==> config.mk <==
export PLATFORM = sky130hd
export DESIGN_NAME = mdu_iter
export DESIGN_NICKNAME = d
export VERILOG_FILES = /design/src/rtl/mdu_pkg.sv /design/src/rtl/mdu_step.sv /design/src/rtl/mdu_iter.sv
export SDC_FILE = /design/constraint.sdc
export NUM_CORES = 1
export LEC_CHECK = 0
export BUFFER_PORTS_ARGS = -buffer_cell sky130_fd_sc_hd__buf_2
export CORE_ASPECT_RATIO = 1.4
export CORE_MARGIN = 8
export CORE_UTILIZATION = 45
export CTS_BUF_LIST = sky130_fd_sc_hd__clkbuf_16
export DETAILED_ROUTE_END_ITERATION = 6
export PLACE_DENSITY = 0.75
export SYNTH_ARGS = -nofsm -noshare
export SYNTH_HDL_FRONTEND = slang
export SYNTH_SLANG_ARGS = --single-unit
==> constraint.sdc <==
create_clock -name clk -period 6.9 [get_ports clk]
set_input_delay 0.345 -clock clk [delete_from_list [all_inputs] [get_ports clk]]
set_output_delay 0.345 -clock clk [all_outputs]
set_load 0.01 [all_outputs]
==> src/rtl/mdu_pkg.sv <==
// Shared constants for the iterative multiply/divide unit.
// Op codes, FSM states and the op field width.
package mdu_pkg;

  localparam int OP_W = 3;

  localparam logic [OP_W-1:0] MDOP_MULT  = 3'd0;
  localparam logic [OP_W-1:0] MDOP_MULTU = 3'd1;
  localparam logic [OP_W-1:0] MDOP_DIV   = 3'd2;
  localparam logic [OP_W-1:0] MDOP_DIVU  = 3'd3;
  localparam logic [OP_W-1:0] MDOP_MTHI  = 3'd4;
  localparam logic [OP_W-1:0] MDOP_MTLO  = 3'd5;

  typedef enum logic [1:0] {
    IDLE = 2'd0,
    RUN  = 2'd1,
    FIX  = 2'd2
  } state_e;

  function automatic logic is_div(input logic [OP_W-1:0] op);
    return (op == MDOP_DIV) || (op == MDOP_DIVU);
  endfunction

endpackage

==> src/rtl/mdu_step.sv <==
// One combinational iteration: shift-add multiply or restoring divide.
// Divide step only exists when MDU_DIV_EN is defined.
module mdu_step
  import mdu_pkg::*;
#(
  parameter int WIDTH = 32
) (
  input  logic               mode,
  input  logic [2*WIDTH-1:0] acc_i,
  input  logic [WIDTH-1:0]   opnd_i,
  output logic [2*WIDTH-1:0] acc_o
);

  logic [WIDTH:0]     sum;
  logic [2*WIDTH-1:0] mul_o;

  // acc = {partial product, remaining multiplier bits}
  always_comb begin
    sum   = {1'b0, acc_i[2*WIDTH-1:WIDTH]}
          + {1'b0, (acc_i[0] ? opnd_i : '0)};
    mul_o = {sum, acc_i[WIDTH-1:1]};
  end

`ifdef MDU_DIV_EN
  logic [WIDTH:0]     rem_ext;
  logic [WIDTH:0]     diff;
  logic               ge;
  logic [2*WIDTH-1:0] div_o;

  // acc = {remainder, dividend bits / quotient bits}
  always_comb begin
    rem_ext = acc_i[2*WIDTH-1:WIDTH-1];
    ge      = rem_ext >= {1'b0, opnd_i};
    diff    = rem_ext - {1'b0, opnd_i};
    div_o   = {(ge ? diff[WIDTH-1:0] : rem_ext[WIDTH-1:0]),
               acc_i[WIDTH-2:0], ge};
    acc_o   = mode ? div_o : mul_o;
  end
`else
  always_comb begin
    acc_o = mode ? acc_i : mul_o;
  end
`endif

endmodule

==> src/rtl/mdu_iter.sv <==
// Iterative MULT/DIV unit with HI/LO registers, WIDTH+1 cycle latency.
// Define MDU_DIV_EN to build the divider; otherwise DIV/DIVU are NOPs.
module mdu_iter
  import mdu_pkg::*;
#(
  parameter int WIDTH = 32
) (
  input  logic             clk,
  input  logic             rst_n,
  input  logic             start,
  input  logic [OP_W-1:0]  op,
  input  logic [WIDTH-1:0] a,
  input  logic [WIDTH-1:0] b,
  output logic             busy,
  output logic             done,
  output logic [WIDTH-1:0] hi,
  output logic [WIDTH-1:0] lo
);

  localparam int CW = $clog2(WIDTH + 1);

  state_e             state_q, state_d;
  logic [OP_W-1:0]    op_q, op_d;
  logic               sa_q, sa_d;
  logic               sb_q, sb_d;
  logic [2*WIDTH-1:0] acc_q, acc_d;
  logic [WIDTH-1:0]   opnd_q, opnd_d;
  logic [WIDTH-1:0]   hi_q, hi_d;
  logic [WIDTH-1:0]   lo_q, lo_d;
  logic [CW-1:0]      cnt_q, cnt_d;
  logic               done_q, done_d;

  logic               is_mul, is_dv, go, sgn;
  logic [WIDTH-1:0]   mag_a, mag_b;
  logic [2*WIDTH-1:0] step_acc, prod;

`ifdef MDU_DIV_EN
  logic               bz_q, bz_d;
  logic [WIDTH-1:0]   quo, rem;
`endif

  mdu_step #(.WIDTH(WIDTH)) u_step (
    .mode   (is_div(op_q)),
    .acc_i  (acc_q),
    .opnd_i (opnd_q),
    .acc_o  (step_acc)
  );

  always_comb begin
    is_mul = start && (op == MDOP_MULT || op == MDOP_MULTU);
`ifdef MDU_DIV_EN
    is_dv  = start && is_div(op);
`else
    is_dv  = 1'b0;
`endif
    go     = (state_q == IDLE) && (is_mul || is_dv);
    sgn    = (op == MDOP_MULT) || (op == MDOP_DIV);
    mag_a  = (sgn && a[WIDTH-1]) ? -a : a;
    mag_b  = (sgn && b[WIDTH-1]) ? -b : b;
  end

  always_ff @(posedge clk or negedge rst_n) begin
    if (!rst_n) state_q <= IDLE;
    else        state_q <= state_d;
  end

  always_comb begin
    state_d = state_q;
    unique case (state_q)
      IDLE:    if (go) state_d = RUN;
      RUN:     if (cnt_q == CW'(1)) state_d = FIX;
      FIX:     state_d = IDLE;
      default: state_d = IDLE;
    endcase
  end

  always_comb begin
    op_d   = op_q;
    sa_d   = sa_q;
    sb_d   = sb_q;
    acc_d  = acc_q;
    opnd_d = opnd_q;
    hi_d   = hi_q;
    lo_d   = lo_q;
    cnt_d  = cnt_q;
    done_d = 1'b0;
    prod   = (sa_q ^ sb_q) ? -acc_q : acc_q;
`ifdef MDU_DIV_EN
    bz_d   = bz_q;
    quo    = (sa_q ^ sb_q) ? -acc_q[WIDTH-1:0] : acc_q[WIDTH-1:0];
    rem    = sa_q ? -acc_q[2*WIDTH-1:WIDTH] : acc_q[2*WIDTH-1:WIDTH];
`endif
    unique case (state_q)
      IDLE: begin
        if (go) begin
          op_d   = op;
          sa_d   = sgn && a[WIDTH-1];
          sb_d   = sgn && b[WIDTH-1];
          acc_d  = {{WIDTH{1'b0}}, mag_a};
          opnd_d = mag_b;
          cnt_d  = CW'(WIDTH);
`ifdef MDU_DIV_EN
          bz_d   = (b == '0);
`endif
        end else if (start && op == MDOP_MTHI) begin
          hi_d = a;
        end else if (start && op == MDOP_MTLO) begin
          lo_d = a;
        end
      end
      RUN: begin
        acc_d = step_acc;
        cnt_d = cnt_q - CW'(1);
      end
      FIX: begin
        done_d = 1'b1;
        hi_d   = prod[2*WIDTH-1:WIDTH];
        lo_d   = prod[WIDTH-1:0];
`ifdef MDU_DIV_EN
        if (is_div(op_q)) begin
          hi_d = rem;
          lo_d = bz_q ? '1 : quo;
        end
`endif
      end
      default: ;
    endcase
  end

  always_ff @(posedge clk or negedge rst_n) begin
    if (!rst_n) begin
      op_q   <= '0;
      sa_q   <= 1'b0;
      sb_q   <= 1'b0;
      acc_q  <= '0;
      opnd_q <= '0;
      hi_q   <= '0;
      lo_q   <= '0;
      cnt_q  <= '0;
      done_q <= 1'b0;
    end else begin
      op_q   <= op_d;
      sa_q   <= sa_d;
      sb_q   <= sb_d;
      acc_q  <= acc_d;
      opnd_q <= opnd_d;
      hi_q   <= hi_d;
      lo_q   <= lo_d;
      cnt_q  <= cnt_d;
      done_q <= done_d;
    end
  end

`ifdef MDU_DIV_EN
  always_ff @(posedge clk or negedge rst_n) begin
    if (!rst_n) bz_q <= 1'b0;
    else        bz_q <= bz_d;
  end
`endif

  assign busy = (state_q != IDLE);
  assign done = done_q;
  assign hi   = hi_q;
  assign lo   = lo_q;

endmodule
-- Word-level counts from Yosys, hierarchy flattened
Cells that the tools add are included.
- bits in latches: 0
- input bits: 70
- RAM bits: 0
- bits in registers: 174
- output and inout bits: 66
- logic and storage cells: 72
- memories kept: 0
- bits in read-only memories: 0
- multiplexer cells: 20
- reduce and logical (&&, ||, !) cells: 20
- order comparisons: 0
- add/subtract/negate cells: 5
- bitwise gates (word level): 1
- equal/unequal tests: 16
- shift-type cells: 0
- $mul: 0
- divide/modulo/power cells: 0
- operators by type and width (kind ; number):
    32-bit 2-to-1 mux ; 8
    64-bit 2-to-1 mux ; 3
    32-bit case mux with 2 select lines ; 2
    64-bit case mux with 2 select lines ; 1
    32-bit negation ; 2
    64-bit negation ; 1
    32-bit by 32-bit adder with 33-bit output ; 1
    6-bit case mux with 2 select lines ; 1
    2-bit != test (second input constant) ; 5
    3-bit by 2-bit == test with 1-bit output (second input constant) ; 3
    3-bit == test (second input constant) ; 2
    6-bit by 1-bit == test with 1-bit output (second input constant) ; 1
    1-bit logical AND ; 6
    6-bit 2-to-1 mux ; 1
    2-bit AND reduction ; 3
    3-bit AND reduction ; 2
    2-bit nonzero test ; 3
    6-bit by 1-bit subtractor with 6-bit output (second input constant) ; 1
    2-bit 2-to-1 mux ; 2
    2-bit by 1-bit != test with 1-bit output (second input constant) ; 2
    2-bit case mux with 2 select lines ; 1
    4-bit AND reduction ; 1
    3-bit by 1-bit == test with 1-bit output (second input constant) ; 1
    3-bit logical NOT ; 1
    other kinds (6) ; 8

-- Longest topological paths before layout
- depth after elaboration: 6
- depth in mapped cells: 13
- gate-level depth less buffers: 11

-- By module
From an unflattened synthesis, not the netlist that was laid out.
- cell total of the unflattened synthesis: 1572
- area, all modules: 12821.0 um2
- modules (own cells, without submodules) (module ; sequential area each (um2) ; instances ; area each (um2) ; cells an instance):
    mdu_iter ; 4329.2 ; 1 ; 9889.5 ; 1135
    mdu_step ; 0.0 ; 1 ; 2931.6 ; 437

-- Least setup slack after synthesis
No wires, ideal clock.
- path kind: register to register
- from: register acc_q[0]
- to: register acc_q[59]
- arrival time: 2.857 ns
- period minus slack after synthesis: 2.926 ns
- data required time: 6.831 ns
- cell stages (with the launch flop): 14
- setup time: 0.069 ns
- path buffers: 2
- slack: 3.974 ns
- cell sequence: dfrtp_1 -> clkbuf_1 -> clkbuf_1 -> and2_1 -> ha_1 -> inv_1 -> fa_1 -> nor2b_1 -> o31a_1 -> o311ai_0 -> a21oi_1 -> o22ai_1 -> or4_1 -> nand3_1
- word-level cells in the longest chain between the ends: 4
- ends and longest elaborated chain (item ; line ; source):
    start, declared ; mdu_iter.sv:26 ; logic [2*WIDTH-1:0] acc_q, acc_d;
    start signal, assigned ; mdu_iter.sv:135 ; acc_q <= '0;
    start signal, assigned ; mdu_iter.sv:145 ; acc_q <= acc_d;
    32-bit 2-to-1 mux ; mdu_step.sv:20 ; + {1'b0, (acc_i[0] ? opnd_i : '0)};
    32-bit by 32-bit adder with 33-bit output ; mdu_step.sv:20 ;
    64-bit 2-to-1 mux ; mdu_step.sv:41 ; acc_o = mode ? acc_i : mul_o;
    64-bit case mux with 2 select lines ; mdu_iter.sv:93 ; unique case (state_q)
Every way passes these cells. The select of a mux whose other input is x is not followed.
A chain may end at the register's enable or synchronous reset.

-- Final worst setup path
- from: register acc_q[0]
- to: register acc_q[53]
The elaborated chain is that of the path after synthesis.

==> run metrics <==
pwr dens=457 nW/um^2; core area=roughly 26000 um^2; Slew HR=between 20% and 30%; R2R Setup Slk=~3400 ps; Vias/cell=slightly above 6; Final Skew=~8.6 ps; DRC Markers=0; synthesized area=about 12000 um^2; Warnings, synthesis=0; asr flop ratio synth=100%; Least-Margin Pin Slew=roughly 1200 ps; unrepaired setup endpoints after global routing=no; Int Pwr=between 3 and 4 mW; syn_area_per_cell=roughly 8.1 um^2; Combinational Power Share=48.6%; CTS Buffer Depth=2; share of cells above drive strength 1=about an eighth; final wirelength=40100 um; Clock Power Share=approximately 17%; first-pass GRT wire length=63500 um; starting density of the core=between 40% and 50%; io pins=~140; Clock transition at path regs=~70 ps; vias in the first global route=roughly 12000; HP Start=b[31]; Final Instance Area=13500 um^2; DIE HEIGHT=~210 um; Row Count=70; EDFF count, synth=0; GR Overflow Total=0; r2r startpoint=acc_q[0]$_DFFE_PN0P_; Final Hold Vio Count=0; Setup TNS Final=0 ps; Seq/Total Area, Yosys=approximately 36%; drt pass-1 iters=5; #FFs+latches synth=~170; initial antenna violation count=0; final core area utilization=51.7%; kind of critical path=flip-flop to flip-flop; startpoint types=flip-flop; worst-path maximum fanout=26; CTS Sinks=173; hpwl dp=30100 um; CP Cell Sequence=buf_4 > and2_1 > ha_1 > inv_1 > fa_1 > nor2b_1 > o31a_1 > o311ai_0 > nand3_1 > a21oi_1 > xor2_1 > o21ai_0; FMAX=284 MHz; max-cap violations=0; status=finished clean; antenna viol nets, final=0; DR WL/cell=approximately 21 um; sw frac=between 40% and 50%; Placer Congestion=roughly 1; Fillers=~2500; setup violators final=0; pin count of the biggest net entering global routing=88; critical path's slowest cell=o311ai_0; post-synthesis cell type count=70; Max Slew Vio Count=0; Critical Path Max Stage Delay=about 750 ps; Sw Pwr=roughly 2.8 mW; routed vias=11700; Die X=153 um; n_diodes=0; CTS tree=done; 1st-iter DRT viols=1027; clk_lat worst skew=between 400 and 500 ps; post-synthesis cell count=approximately 1500; Reg power frac=approximately a third; GRT Resource Usage Total=25.1%; Max VDD drop=0.239 mV; Port-buffer cells=135; Worst Hold Class=input pin to flip-flop; syn nets=around 1600; Primary FF master, synth=dfrtp_1; Worst R2R End=acc_q[53]$_DFFE_PN0P_; CP bufs+invs=2; CTS Root Buffer Type=clkbuf_16; crit path capture type=flip-flop; R2R depth=12; die area=approximately 32000 um^2; H-tree levels=4; fin nets=1652; placed cell area=approximately 13000 um^2; CTS-repair resized insts=0; Final Critical Period=about 3500 ps; worst path required time=7210 ps; crit share post-route=~50%; total power=6.14 mW; P_leak=between 5 and 6 nW; CP arrival=around 3800 ps; Hold Path Stages=3; Inserted Clock Buffers=17; Area Overhead vs Synth=13.3%; Hold EP=opnd_q[31]$_DFFE_PN0P_; critical path's top delay family=compound AO/OA/AOI/OAI gates
-- final cells by class --
type | count | area (um^2) | share of cell area (%)
repair buffers | 150 | 797 | 5.93
flip-flops and latches | 173 | 4330 | 32.2
well taps | 324 | 405 | 3.01
multi-input cells | 1177 | 7180 | 53.4
clock buffers | 17 | 425 | 3.16
inverters | 25 | 93.8 | 0.698
clock inverters | 15 | 220 | 1.64
-- repair_timing --
item | CTS | global route
setup buffers | 0 | 0
endpoints found under the hold margin | 69 | 0
hold buffers | 1 | 0
endpoints found under the setup margin | 0 | 0
-- worst register-to-register path, delay by kind of cell (launching register included) --
family                     cells  cell delay [ps]
DFF                            1              510
adders and majority gates      2              400
AOI/OAI and AO/OA              4             1440
xor gates and xnor gates       1              160
buffers and inverters          2              340
and+or+nand+nor                3              540
-- power groups by stage --
stage | clock, mW | combinational (mW) | sequential (mW)
global placement | 0 | 2.89 | 2.08
finish | 1.07 | 2.99 | 2.09
CTS | 1.08 | 2.97 | 2.07
global route | 1.12 | 3.33 | 2.14
detailed placement | 0 | 2.95 | 2.09
floorplan | 0 | 2.03 | 1.95
-- placed cells by master, fill, tap and decap left out, types with 14 or more instances in the layout --
master     instances
buf_4             14
o31ai_1           22
a21oi_1          100
a31oi_1           18
nand2_1          181
a221oi_1          15
dfrtp_1          173
buf_2            134
nor2_1           128
or4_1             17
a21o_1            19
ha_1              37
xor2_1            63
o211ai_1          18
nor4_1            17
and2_1            37
clkbuf_16         17
inv_1             24
o21ai_0          164
or3_1             28
xnor2_1           55
nor3_1            42
nand3_1           46
-- worst max-delay path by stage --
stage | start | end | slack (ps) | cells past startpoint
floorplan | acc_q[0]$_DFFE_PN0P_ | acc_q[59]$_DFFE_PN0P_ | 3970 | 13
global placement | acc_q[0]$_DFFE_PN0P_ | acc_q[53]$_DFFE_PN0P_ | 3540 | 12
detailed placement | acc_q[0]$_DFFE_PN0P_ | acc_q[53]$_DFFE_PN0P_ | 3460 | 12
CTS | acc_q[0]$_DFFE_PN0P_ | acc_q[53]$_DFFE_PN0P_ | 3420 | 12
global route | acc_q[0]$_DFFE_PN0P_ | acc_q[53]$_DFFE_PN0P_ | 3150 | 12
finish | acc_q[0]$_DFFE_PN0P_ | acc_q[53]$_DFFE_PN0P_ | 3380 | 12
-- logic make-up after synthesis --
kind of cell / after synthesis / share of synthesized area (%)
AO/OA/AOI/OAI: 445 / 23.2
flip-flops: 173 / 36.5
adder cells (fa/ha/maj): 38 / 4.07
XOR/XNOR: 120 / 8.86
multiplexers: 6 / 0.506
AND/OR/NAND/NOR: 568 / 23.4
buffers and inverters: 111 / 3.52
-- metal layers --
layer,GRT usage (%),wire length (um),vias up
li1,-,-,5465
met1,28.9,15300,5474
met2,42.3,19400,557
met3,4.04,2760,173
met4,16.9,2640,0
met5,0,0,-
-- per-stage QoR --
step,cells,setup slack [ps],hold slack [ps]
2_1_floorplan,1461,3970,49.4
3_3_place_gp,1848,3540,390
3_5_place_dp,1848,3460,395
4_1_cts,1881,3420,132
5_1_grt,1881,3150,181
6_report,1881,3380,150
-- cells in the mapped netlist (all sizes together) (3+ instances only) --
library cell,instances,area share (%)
nand2,181,5.7
dfrtp,173,36
o21ai,165,7.0
nor2,129,4.1
a21oi,100,4.2
clkbuf,76,2.4
xor2,64,4.7
xnor2,56,4.1
nand3,46,1.9
nor3,44,1.9
and2,37,2.0
ha,37,3.9
or3,29,1.5
inv,25,0.79
o31ai,22,1.4
nor4,20,1.4
a21o,19,1.2
a31oi,18,0.95
o211ai,18,1.1
or4,18,1.2
a221oi,15,1.1
nand4,13,0.69
and3,12,0.63
o22ai,11,0.58
a211oi,10,0.63
buf,10,0.33
nand2b,10,0.53
o41ai,10,0.80
a22oi,9,0.57
nor2b,7,0.37
a222oi,6,0.51
mux2i,6,0.51
nand3b,5,0.32
o21a,5,0.32
o21bai,5,0.32
or2,5,0.26
o31a,4,0.30
nand4b,3,0.22
o41a,3,0.28
-- state kept, by name (all words and copies together) (netlist names) --
signal   flops
acc_q       64
state_q      2
done         1
sb_q         1
lo          32
op_q         2
hi          32
sa_q         1
opnd_q      32
cnt_q        6
Power figures use the tool's default switching activity.
